### src/rtl/e203_ifu_litebpu_seq_pkg.sv
// e203_ifu_litebpu_seq_pkg: FSM state encodings and register index constants for the lite BPU
package e203_ifu_litebpu_seq_pkg;
  localparam logic [1:0] ST_IDLE = 2'd0;
  localparam logic [1:0] ST_WAIT = 2'd1;
  localparam logic [1:0] ST_USE  = 2'd2;
  localparam logic [4:0] X0 = 5'd0;
  localparam logic [4:0] X1 = 5'd1;
  localparam logic [4:0] X5 = 5'd5;
  function automatic logic is_link(input logic [4:0] idx);
    return (idx == X1) | (idx == X5);
  endfunction
endpackage

### src/rtl/e203_ifu_litebpu_seq_if.sv
// e203_ifu_litebpu_seq_if: mini-decoder, IR/OITF status, regfile and prediction signals of the lite BPU
interface e203_ifu_litebpu_seq_if #(
  parameter int PC_W   = 32,
  parameter int XLEN_W = 32
);
  logic [PC_W-1:0]   pc;
  logic              dec_i_valid;
  logic              dec_accept;
  logic              dec_jal;
  logic              dec_jalr;
  logic              dec_bxx;
  logic [XLEN_W-1:0] dec_bjp_imm;
  logic [4:0]        dec_jalr_rs1idx;
  logic [4:0]        dec_rdidx;
  logic              oitf_empty;
  logic              ir_empty;
  logic              ir_valid_clr;
  logic              ir_rd_is_x1;
  logic              flush;
  logic [XLEN_W-1:0] rf2bpu_x1;
  logic [XLEN_W-1:0] rf2bpu_rs1;
  logic              prdt_taken;
  logic [PC_W-1:0]   prdt_pc_add_op1;
  logic [PC_W-1:0]   prdt_pc_add_op2;
  logic              bpu_wait;
  logic              bpu2rf_rs1_ena;
  modport master (
    output pc, dec_i_valid, dec_accept, dec_jal, dec_jalr, dec_bxx, dec_bjp_imm,
           dec_jalr_rs1idx, dec_rdidx, oitf_empty, ir_empty, ir_valid_clr, ir_rd_is_x1,
           flush, rf2bpu_x1, rf2bpu_rs1,
    input  prdt_taken, prdt_pc_add_op1, prdt_pc_add_op2, bpu_wait, bpu2rf_rs1_ena
  );
  modport slave (
    input  pc, dec_i_valid, dec_accept, dec_jal, dec_jalr, dec_bxx, dec_bjp_imm,
           dec_jalr_rs1idx, dec_rdidx, oitf_empty, ir_empty, ir_valid_clr, ir_rd_is_x1,
           flush, rf2bpu_x1, rf2bpu_rs1,
    output prdt_taken, prdt_pc_add_op1, prdt_pc_add_op2, bpu_wait, bpu2rf_rs1_ena
  );
endinterface

### src/rtl/e203_ifu_litebpu_seq_ras.sv
// e203_ifu_ras: return address stack; wraps over the oldest entry when full, push+pop replaces the top
module e203_ifu_ras #(
  parameter int DEPTH = 4,
  parameter int PC_W  = 32
) (
  input  logic            clk,
  input  logic            rst_n,
  input  logic            push,
  input  logic            pop,
  input  logic [PC_W-1:0] push_data,
  output logic [PC_W-1:0] top,
  output logic            empty
);
  localparam int AW = $clog2(DEPTH);
  localparam logic [AW:0] FULL = (AW+1)'(DEPTH);
  logic [PC_W-1:0] mem [DEPTH];
  logic [AW-1:0]   ptr;
  logic [AW:0]     cnt;
  logic [AW-1:0]   top_idx;
  assign top_idx = ptr - AW'(1);
  assign top     = mem[top_idx];
  assign empty   = (cnt == '0);
  // pointer to the next free slot and saturating occupancy count
  always_ff @(posedge clk or negedge rst_n) begin
    if (!rst_n) begin
      ptr <= '0;
      cnt <= '0;
    end else if (push & ~pop) begin
      ptr <= ptr + AW'(1);
      cnt <= (cnt == FULL) ? cnt : cnt + (AW+1)'(1);
    end else if (pop & ~push) begin
      ptr <= top_idx;
      cnt <= cnt - (AW+1)'(1);
    end
  end
  // entry storage; a simultaneous pop turns the push into a top overwrite
  always_ff @(posedge clk) begin
    if (push) mem[pop ? top_idx : ptr] <= push_data;
  end
endmodule

### src/rtl/e203_ifu_litebpu_seq.sv
// e203_ifu_litebpu_seq: static branch predictor with jalr rs1 hazard FSM; optional RAS under E203_CFG_IFU_RAS_EN
module e203_ifu_litebpu_seq
  import e203_ifu_litebpu_seq_pkg::*;
#(
  parameter int PC_W      = 32,
  parameter int XLEN_W    = 32,
  parameter int RAS_DEPTH = 4
) (
  input logic clk,
  input logic rst_n,
  e203_ifu_litebpu_seq_if.slave bpu
);
  logic [1:0]      state, state_nxt;
  logic            valid, rs1_x0, rs1_x1, jalr_x1, jalr_xn, dep, rs1_ena;
  logic            ras_hit;
  logic [PC_W-1:0] ras_top;
  assign valid   = bpu.dec_i_valid;
  assign rs1_x0  = (bpu.dec_jalr_rs1idx == X0);
  assign rs1_x1  = (bpu.dec_jalr_rs1idx == X1);
  assign jalr_x1 = valid & bpu.dec_jalr & rs1_x1 & ~ras_hit;
  assign jalr_xn = valid & bpu.dec_jalr & ~rs1_x0 & ~rs1_x1 & ~ras_hit;
  assign dep     = ~bpu.oitf_empty | (~bpu.ir_empty & ~bpu.ir_valid_clr);
  assign rs1_ena = jalr_xn & ~dep & ~bpu.flush & (state != ST_USE);
`ifdef E203_CFG_IFU_RAS_EN
  logic rd_link, rs1_link, ras_empty;
  assign rd_link  = is_link(bpu.dec_rdidx);
  assign rs1_link = is_link(bpu.dec_jalr_rs1idx);
  assign ras_hit  = valid & bpu.dec_jalr & rs1_link & ~ras_empty
                  & ((bpu.dec_rdidx == X0) | (rd_link & (bpu.dec_rdidx != bpu.dec_jalr_rs1idx)));
  e203_ifu_ras #(.DEPTH(RAS_DEPTH), .PC_W(PC_W)) u_ras (
    .clk       (clk),
    .rst_n     (rst_n),
    .push      (valid & bpu.dec_accept & (bpu.dec_jal | bpu.dec_jalr) & rd_link),
    .pop       (bpu.dec_accept & ras_hit),
    .push_data (bpu.pc + PC_W'(4)),
    .top       (ras_top),
    .empty     (ras_empty)
  );
`else
  assign ras_hit = 1'b0;
  assign ras_top = '0;
`endif
  // prediction outputs, all forced low without a valid decoded instruction
  always_comb begin
    bpu.prdt_taken      = valid & (bpu.dec_jal | bpu.dec_jalr | (bpu.dec_bxx & bpu.dec_bjp_imm[XLEN_W-1]));
    bpu.prdt_pc_add_op1 = ~valid ? '0 : ras_hit ? ras_top : ~bpu.dec_jalr ? bpu.pc
                        : rs1_x0 ? '0 : rs1_x1 ? PC_W'(bpu.rf2bpu_x1) : PC_W'(bpu.rf2bpu_rs1);
    bpu.prdt_pc_add_op2 = (~valid | ras_hit | ~(bpu.dec_jal | bpu.dec_jalr | bpu.dec_bxx)) ? '0
                        : PC_W'(bpu.dec_bjp_imm);
    bpu.bpu_wait        = (jalr_x1 & (~bpu.oitf_empty | (~bpu.ir_empty & bpu.ir_rd_is_x1)))
                        | (jalr_xn & (state != ST_USE));
    bpu.bpu2rf_rs1_ena  = rs1_ena;
  end
  // next state: flush wins, a read request moves to USE, a hazarded jalr parks in WAIT
  always_comb begin
    state_nxt = bpu.flush ? ST_IDLE
              : rs1_ena ? ST_USE
              : ((state == ST_IDLE) & jalr_xn) ? ST_WAIT
              : ((state == ST_USE) & bpu.dec_accept) ? ST_IDLE
              : state;
  end
  // FSM state register
  always_ff @(posedge clk or negedge rst_n) begin
    if (!rst_n) state <= ST_IDLE;
    else state <= state_nxt;
  end
endmodule

### src/flat_wrapper.sv
// flat-port wrapper written by rule: the top's interface ports become plain ports
module e203_ifu_litebpu_seq_flat import e203_ifu_litebpu_seq_pkg::*;
#(
  parameter int PC_W      = 32,
  parameter int XLEN_W    = 32,
  parameter int RAS_DEPTH = 4
)
  (clk, rst_n, bpu_pc, bpu_dec_i_valid, bpu_dec_accept, bpu_dec_jal, bpu_dec_jalr, bpu_dec_bxx, bpu_dec_bjp_imm, bpu_dec_jalr_rs1idx, bpu_dec_rdidx, bpu_oitf_empty, bpu_ir_empty, bpu_ir_valid_clr, bpu_ir_rd_is_x1, bpu_flush, bpu_rf2bpu_x1, bpu_rf2bpu_rs1, bpu_prdt_taken, bpu_prdt_pc_add_op1, bpu_prdt_pc_add_op2, bpu_bpu_wait, bpu_bpu2rf_rs1_ena);
  e203_ifu_litebpu_seq_if #(.PC_W(PC_W), .XLEN_W(XLEN_W)) bpu_i ();
  input logic clk;
  input logic rst_n;
  input wire logic [$bits(bpu_i.pc)-1:0] bpu_pc;
  input wire logic [$bits(bpu_i.dec_i_valid)-1:0] bpu_dec_i_valid;
  input wire logic [$bits(bpu_i.dec_accept)-1:0] bpu_dec_accept;
  input wire logic [$bits(bpu_i.dec_jal)-1:0] bpu_dec_jal;
  input wire logic [$bits(bpu_i.dec_jalr)-1:0] bpu_dec_jalr;
  input wire logic [$bits(bpu_i.dec_bxx)-1:0] bpu_dec_bxx;
  input wire logic [$bits(bpu_i.dec_bjp_imm)-1:0] bpu_dec_bjp_imm;
  input wire logic [$bits(bpu_i.dec_jalr_rs1idx)-1:0] bpu_dec_jalr_rs1idx;
  input wire logic [$bits(bpu_i.dec_rdidx)-1:0] bpu_dec_rdidx;
  input wire logic [$bits(bpu_i.oitf_empty)-1:0] bpu_oitf_empty;
  input wire logic [$bits(bpu_i.ir_empty)-1:0] bpu_ir_empty;
  input wire logic [$bits(bpu_i.ir_valid_clr)-1:0] bpu_ir_valid_clr;
  input wire logic [$bits(bpu_i.ir_rd_is_x1)-1:0] bpu_ir_rd_is_x1;
  input wire logic [$bits(bpu_i.flush)-1:0] bpu_flush;
  input wire logic [$bits(bpu_i.rf2bpu_x1)-1:0] bpu_rf2bpu_x1;
  input wire logic [$bits(bpu_i.rf2bpu_rs1)-1:0] bpu_rf2bpu_rs1;
  output wire logic [$bits(bpu_i.prdt_taken)-1:0] bpu_prdt_taken;
  output wire logic [$bits(bpu_i.prdt_pc_add_op1)-1:0] bpu_prdt_pc_add_op1;
  output wire logic [$bits(bpu_i.prdt_pc_add_op2)-1:0] bpu_prdt_pc_add_op2;
  output wire logic [$bits(bpu_i.bpu_wait)-1:0] bpu_bpu_wait;
  output wire logic [$bits(bpu_i.bpu2rf_rs1_ena)-1:0] bpu_bpu2rf_rs1_ena;
  assign bpu_i.pc = bpu_pc;
  assign bpu_i.dec_i_valid = bpu_dec_i_valid;
  assign bpu_i.dec_accept = bpu_dec_accept;
  assign bpu_i.dec_jal = bpu_dec_jal;
  assign bpu_i.dec_jalr = bpu_dec_jalr;
  assign bpu_i.dec_bxx = bpu_dec_bxx;
  assign bpu_i.dec_bjp_imm = bpu_dec_bjp_imm;
  assign bpu_i.dec_jalr_rs1idx = bpu_dec_jalr_rs1idx;
  assign bpu_i.dec_rdidx = bpu_dec_rdidx;
  assign bpu_i.oitf_empty = bpu_oitf_empty;
  assign bpu_i.ir_empty = bpu_ir_empty;
  assign bpu_i.ir_valid_clr = bpu_ir_valid_clr;
  assign bpu_i.ir_rd_is_x1 = bpu_ir_rd_is_x1;
  assign bpu_i.flush = bpu_flush;
  assign bpu_i.rf2bpu_x1 = bpu_rf2bpu_x1;
  assign bpu_i.rf2bpu_rs1 = bpu_rf2bpu_rs1;
  assign bpu_prdt_taken = bpu_i.prdt_taken;
  assign bpu_prdt_pc_add_op1 = bpu_i.prdt_pc_add_op1;
  assign bpu_prdt_pc_add_op2 = bpu_i.prdt_pc_add_op2;
  assign bpu_bpu_wait = bpu_i.bpu_wait;
  assign bpu_bpu2rf_rs1_ena = bpu_i.bpu2rf_rs1_ena;
  e203_ifu_litebpu_seq #(.PC_W(PC_W), .XLEN_W(XLEN_W), .RAS_DEPTH(RAS_DEPTH)) u_core (.clk(clk), .rst_n(rst_n), .bpu(bpu_i));
endmodule
### config.mk
export PLATFORM = sky130hd
export DESIGN_NAME = e203_ifu_litebpu_seq_flat
export DESIGN_NICKNAME = d
export VERILOG_FILES = /design/src/rtl/e203_ifu_litebpu_seq_pkg.sv /design/src/rtl/e203_ifu_litebpu_seq_if.sv /design/src/rtl/e203_ifu_litebpu_seq_ras.sv /design/src/rtl/e203_ifu_litebpu_seq.sv /design/src/flat_wrapper.sv
export SDC_FILE = /design/constraint.sdc
export NUM_CORES = 1
export LEC_CHECK = 0
export CORE_AREA = 2 2 83 85
export CTS_CLUSTER_SIZE = 28
export DETAILED_ROUTE_END_ITERATION = 16
export DIE_AREA = 0 0 85 87
export PLACE_DENSITY = 0.85
export SETUP_SLACK_MARGIN = 0.02
export SLEW_MARGIN = 10
export SYNTH_ARGS = -nofsm -noshare
export SYNTH_HDL_FRONTEND = slang
export SYNTH_SLANG_ARGS = --single-unit
### constraint.sdc
create_clock -name clk -period 2.3 [get_ports clk]
set_input_delay 0.23 -clock clk [delete_from_list [all_inputs] [get_ports clk]]
set_output_delay 0.23 -clock clk [all_outputs]
set_load 0.05 [all_outputs]
* Word-level counts from Yosys, hierarchy flattened
Cells that the tools add are included.
** Storage, ports and cells
- Register bits after elaboration :: 2
- Input port bits :: 150
- Logic and storage cells :: 47
** Operators by class
- Equal/unequal tests :: 3
- Mux-type cells :: 9
- Bitwise logic cells :: 31
- Reduce and logical (&&, ||, !) cells :: 3
** Operator list (count)
- $mux W32 :: 5
- $and A1 B1 Y1 :: 15
- $not A1 Y1 :: 9
- $mux W2 :: 4
- $or A1 B1 Y1 :: 7
- $eq A5 B1 Y1 const B :: 1
- $logic_not A5 Y1 :: 1
- $reduce_bool A4 Y1 :: 1
- $eq A2 B2 Y1 const B :: 1
- $logic_not A2 Y1 :: 1
- $ne A2 B2 Y1 const B :: 1

* Depth between registers and ports, before layout
Gate-level depths: netlist of the first run.
- Depth in word-level cells :: 9
- Depth in mapped cells :: 5

* Worst setup path before layout of the first run
No wires, ideal clock.
- Path kind :: input -> output
- Start :: in bpu_dec_jalr_rs1idx[4]
- End :: out bpu_prdt_pc_add_op1[10]
- Data arrival time :: 1.785 ns
- Required time :: 2.070 ns
- Slack :: 0.285 ns
- Stages on the path :: 4
- Buffers on the path :: 1
- Cell sequence :: nor4_4 -> buf_6 -> nand3_1 -> a31oi_1
** Between the ends
- Cells in the longest elaborated chain, start to end :: 5
- Elaborated cells between the ends (all ways) :: 6
- Those cells by class :: 1 x eq/ne; 4 x mux; 1 x reduce/logical
** Ends and longest elaborated chain
- start, declared :: line flat_wrapper.sv:19 : input wire logic [$bits(bpu_i.dec_jalr_rs1idx)-1:0] bpu_dec_jalr_rs1idx;
- $eq A5 B1 Y1 :: line e203_ifu_litebpu_seq.sv:19 : assign rs1_x1 = (bpu.dec_jalr_rs1idx == X1);
- $mux W32 :: line e203_ifu_litebpu_seq.sv:47 : : rs1_x0 ? '0 : rs1_x1 ? PC_W'(bpu.rf2bpu_x1) : PC_W'(bpu.rf2bpu_rs1);
- $mux W32 * :: line e203_ifu_litebpu_seq.sv:47
- $mux W32 * (2 in a row) :: line e203_ifu_litebpu_seq.sv:46 : bpu.prdt_pc_add_op1 = ~valid ? '0 : ras_hit ? ras_top : ~bpu.dec_jalr ? bpu.pc
- end, declared :: line flat_wrapper.sv:29 : output wire logic [$bits(bpu_i.prdt_pc_add_op1)-1:0] bpu_prdt_pc_add_op1;
Mark *: on every way between the ends. The rest lies on a longest branch, timed or not.

* Worst setup path after layout of the first run
- Start :: in bpu_dec_jalr_rs1idx[1]
- End :: out bpu_prdt_pc_add_op1[24]
The elaborated chain is that of the path after synthesis.

==> results of run 1 <==
-- per-stage QoR --
step | cells | area (um2)
after floorplan | 210 | 1220
after global routing | 486 | 4020
after CTS | 486 | 4010
after detailed placement | 483 | 3970
final | 486 | 4020
after global placement | 483 | 3970
-- how the worst max path moves through the flow --
| stage | depth (start not counted) | slack [ns] | end | startpoint |
|---|---|---|---|---|
| after floorplan | 4 | 0.29 | bpu_prdt_pc_add_op1[10] | bpu_dec_jalr_rs1idx[4] |
| after global placement | 6 | 0.11 | bpu_prdt_pc_add_op1[7] | bpu_dec_jalr_rs1idx[4] |
| after detailed placement | 6 | 0.1 | bpu_prdt_pc_add_op1[16] | bpu_dec_jalr_rs1idx[4] |
| after CTS | 6 | 0.09 | bpu_prdt_pc_add_op1[16] | bpu_dec_jalr_rs1idx[4] |
| after global routing | 5 | 0.002 | bpu_prdt_pc_add_op1[5] | bpu_dec_jalr_rs1idx[1] |
| final | 5 | 0.10 | bpu_prdt_pc_add_op1[24] | bpu_dec_jalr_rs1idx[1] |
-- power by group through the flow --
stage               registers [mW]  clock network (mW)  logic [mW]
floorplan                   0.0390                   0       0.407
CTS                         0.0391               0.147        1.02
finish                      0.0391               0.143        1.01
global route                0.0394               0.153        1.06
detailed placement          0.0395                   0        1.01
global placement            0.0392                   0       0.999
-- cells in the final DEF, fill, tap and decap left out, drive strengths merged --
cell type / synthesis / layout
nor2: 3 / 3
inv: 3 / 3
clkdlybuf4s50: 0 / 143
o31a: 1 / 1
nand2: 35 / 35
a21oi: 3 / 3
o21ai: 32 / 32
dfrtp: 2 / 2
o211ai: 1 / 1
buf: 12 / 74
clkbuf: 12 / 3
and2: 32 / 32
nand3: 32 / 32
o31ai: 1 / 1
or4: 2 / 2
nand2b: 2 / 2
a31oi: 32 / 32
and3: 1 / 1
nor2b: 2 / 2
a211oi: 1 / 1
nor4: 1 / 1
-- layer usage --
layer | up-vias | GRT usage (%)
li1 | 1143 | -
met3 | 22 | 4.55
met2 | 134 | 37.8
met1 | 1034 | 22.0
met5 | - | 0
met4 | 0 | 7.50
-- logic make-up (layout without fill, tap and decap cells) --
kind of cell,count (synthesis),in the layout
flip-flops,2,2
AO/OA/AOI/OAI,71,71
AND/OR/NAND/NOR,110,110
buffers and inverters,27,223
-- area by class of cell --
class | count | share of cell area [%]
multi-input cells | 181 | 24.6
well taps | 80 | 2.49
inverters | 3 | 0.280
repair buffers | 217 | 70.3
flip-flops and latches | 2 | 1.24
clock buffers | 3 | 1.03
-- worst reg2reg max path: stages (launching register included) --
cell and delay, ns:
dfrtp_1 0.40, o31ai_1 0.24, and3_1 0.17
==> impl_results.md, run 1 <==
- Outcome: finished clean
- Part of the Yosys area used for sequential elements: just over 4%
- Area of the multi-input gates: 991 um2
- Fraction of registers with async set/reset: 100%
- Die Span Y: between 80 and 90 um
- Dpl ws: 0.0977 ns
- Biggest register: u_core.state
- Sequential cell area: about 50 um2
- Max IR drop VDD: 0.000242 V
- Tcrit/Tclk final: approximately 96%
- Total wire length: around 7700 um
- Layout net count: 558
- Clk pin slew, worst setup/hold paths: 0.03 ns
- Final Max Tran Viols: 0
- Post-synth top area cell: a31oi_1
- Worst-path cell chain: clkdlybuf4s50_1 > or4_4 > nand2_1 > a31oi_1 > buf_12
- Area Growth Syn to Fin: 229%
- Delay of the slowest cell on the worst path: ~0.76 ns
- Hold WC Path Type: in -> async
- I/O pin count: 217
- GRT Util Overall: 20.2%
- Reg2reg path depth: 2
- DR vias: about 2,300
- Clock sink total: 2
- Setup violations, final: 0
- Post-CTS Setup Repair Bufs: 0
- WL/cell: 15.8 um
- Die Width: 85 um
- Synth unique cells: 23
- Filler cell count: 549
- Gp weighted congestion: 0.827
- Worst reg2reg startpoint: u_core.state[1]
- Gate power share: 84.8%
- Arr. time, crit path: 1.97 ns
- Mean post-synth cell area: 5.83 um2
- Synth Area in Adders: 0%
- Core ar.: between 6000 and 7000 um2
- DRC Markers: 0
- CTS tree: built
- Worst clock skew: 0.00173 ns
- PortBufs: 211
- Crit path max-delay family: simple AND/OR/NAND/NOR gates
- Syn. warnings: 0
- Net Count, Synth: 360
- CP Max Fanout: 33
- Synthesized cell area: 1220 um2
- Switching Power: 0.506 mW
- Final WS setup: 0.100 ns
- Biggest regs: u_core.state: 2 flops
- Synth Area in Simple Gates: around 47%
- Met2 wire length: 4120 um
- Slowest-stage cell, CP: or4_4
- Ys flop type: dfrtp_1
- Fraction of layout instances using a drive strength above 1: 20.0%
- Post-CTS sizing: 0
- RSZ-0062 raised after global routing: yes
- Peak Freq: 455 MHz
- Hold Buf Count CTS: 0
- Most frequent cell after synthesis: nand2_1
- Synth Area in XOR/XNOR: 0%
- TNS Setup: 0 ns
- Final ANT Viol Nets: 0
- Num rows: 30
- Via density: 4.80
- TritonCTS buffer count: 3
- Sequential Power Share: 3.3%
- RR Endpoint: u_core.state[0]
- Post-synthesis register bit count: 2
- Crit start category: primary input
- Leak Pwr: between 1.5 and 2 nW
- Wl on met1: about 2700 um
- Int Power: slightly below 0.7 mW
- Total die area: 7400 um2
- DP HPWL: 6300 um
- PwrDens: approximately 300 nW/um2
- Root Driver: clkbuf_8
- WP buf/inv: 2
- Overall power: between 1 and 1.5 mW
- Initial Util: 18.6%
- Worst-margin pin slew: 0.551 ns
- Antenna violations before repair: 0
- Top-area cell type share of the netlist area: about 16%
- N_diodes: 0
- First-pass GRT wire length: 12,200 um
- Max Cap Violations: 0
- Top cells by count, synth: 35 x nand2_1, 32 x a31oi_1, 32 x and2_1, 32 x nand3_1, 32 x o21ai_0
- Clk pwr share: 11.9%
- Area contributors post-synth: a31oi_1 16%, and2_1 16%, nand3_1 13%
- CTS Buffer Depth: 2
- Largest family of logic cells by synthesized area: simple AND/OR/NAND/NOR gates
- Internal reg-to-reg setup slack: 1.43 ns
- Crit path capture type: primary output
- Metal3 WL: just under 600 um
- EDFF count, synth: 0
- Min Hold Slack: between 0.15 and 0.2 ns
- Clk_lat worst skew: 0.21 ns
- H-tree depth: 1
- Gr ovfl total: 0
- Sw frac: 42.4%
- Post-synthesis compound-gate area fraction: 33.2%
- Largest net degree at the start of global routing: 65
- Class of the most critical setup path: in -> out
- Vias in the first global route: between 2,000 and 3,000
- Post-layout utilization of the core: 61.2%
- Detailed-router iteration count before antenna repair: 4
- CP required: 2.07 ns
- Mux share of post-synthesis cell area: 0%
- Top sig layer: met4
- Fin crit period: 2.20 ns
- Max reg flops: 2
- Rel. slew slack: 63.3%
- Synth Instances: 210
- Initial DRC count: 70
- Final hold viol count: 0
Note: power is estimated with default switching activity, not from simulation.
==> inputs of run 2 (changes only) <==
- CAP_MARGIN: default -> 40
- SLEW_MARGIN: 10 -> default
==> results of run 2 <==
No change in the layout: final DEF, timing and power equal those of run 1.
==> inputs of run 3 (changes only) <==
- ABC_CLOCK_PERIOD_IN_PS: default -> 2300
- CTS_CLUSTER_SIZE: 28 -> default
==> results of run 3 <==
No change in the layout: final DEF, timing and power equal those of run 1.
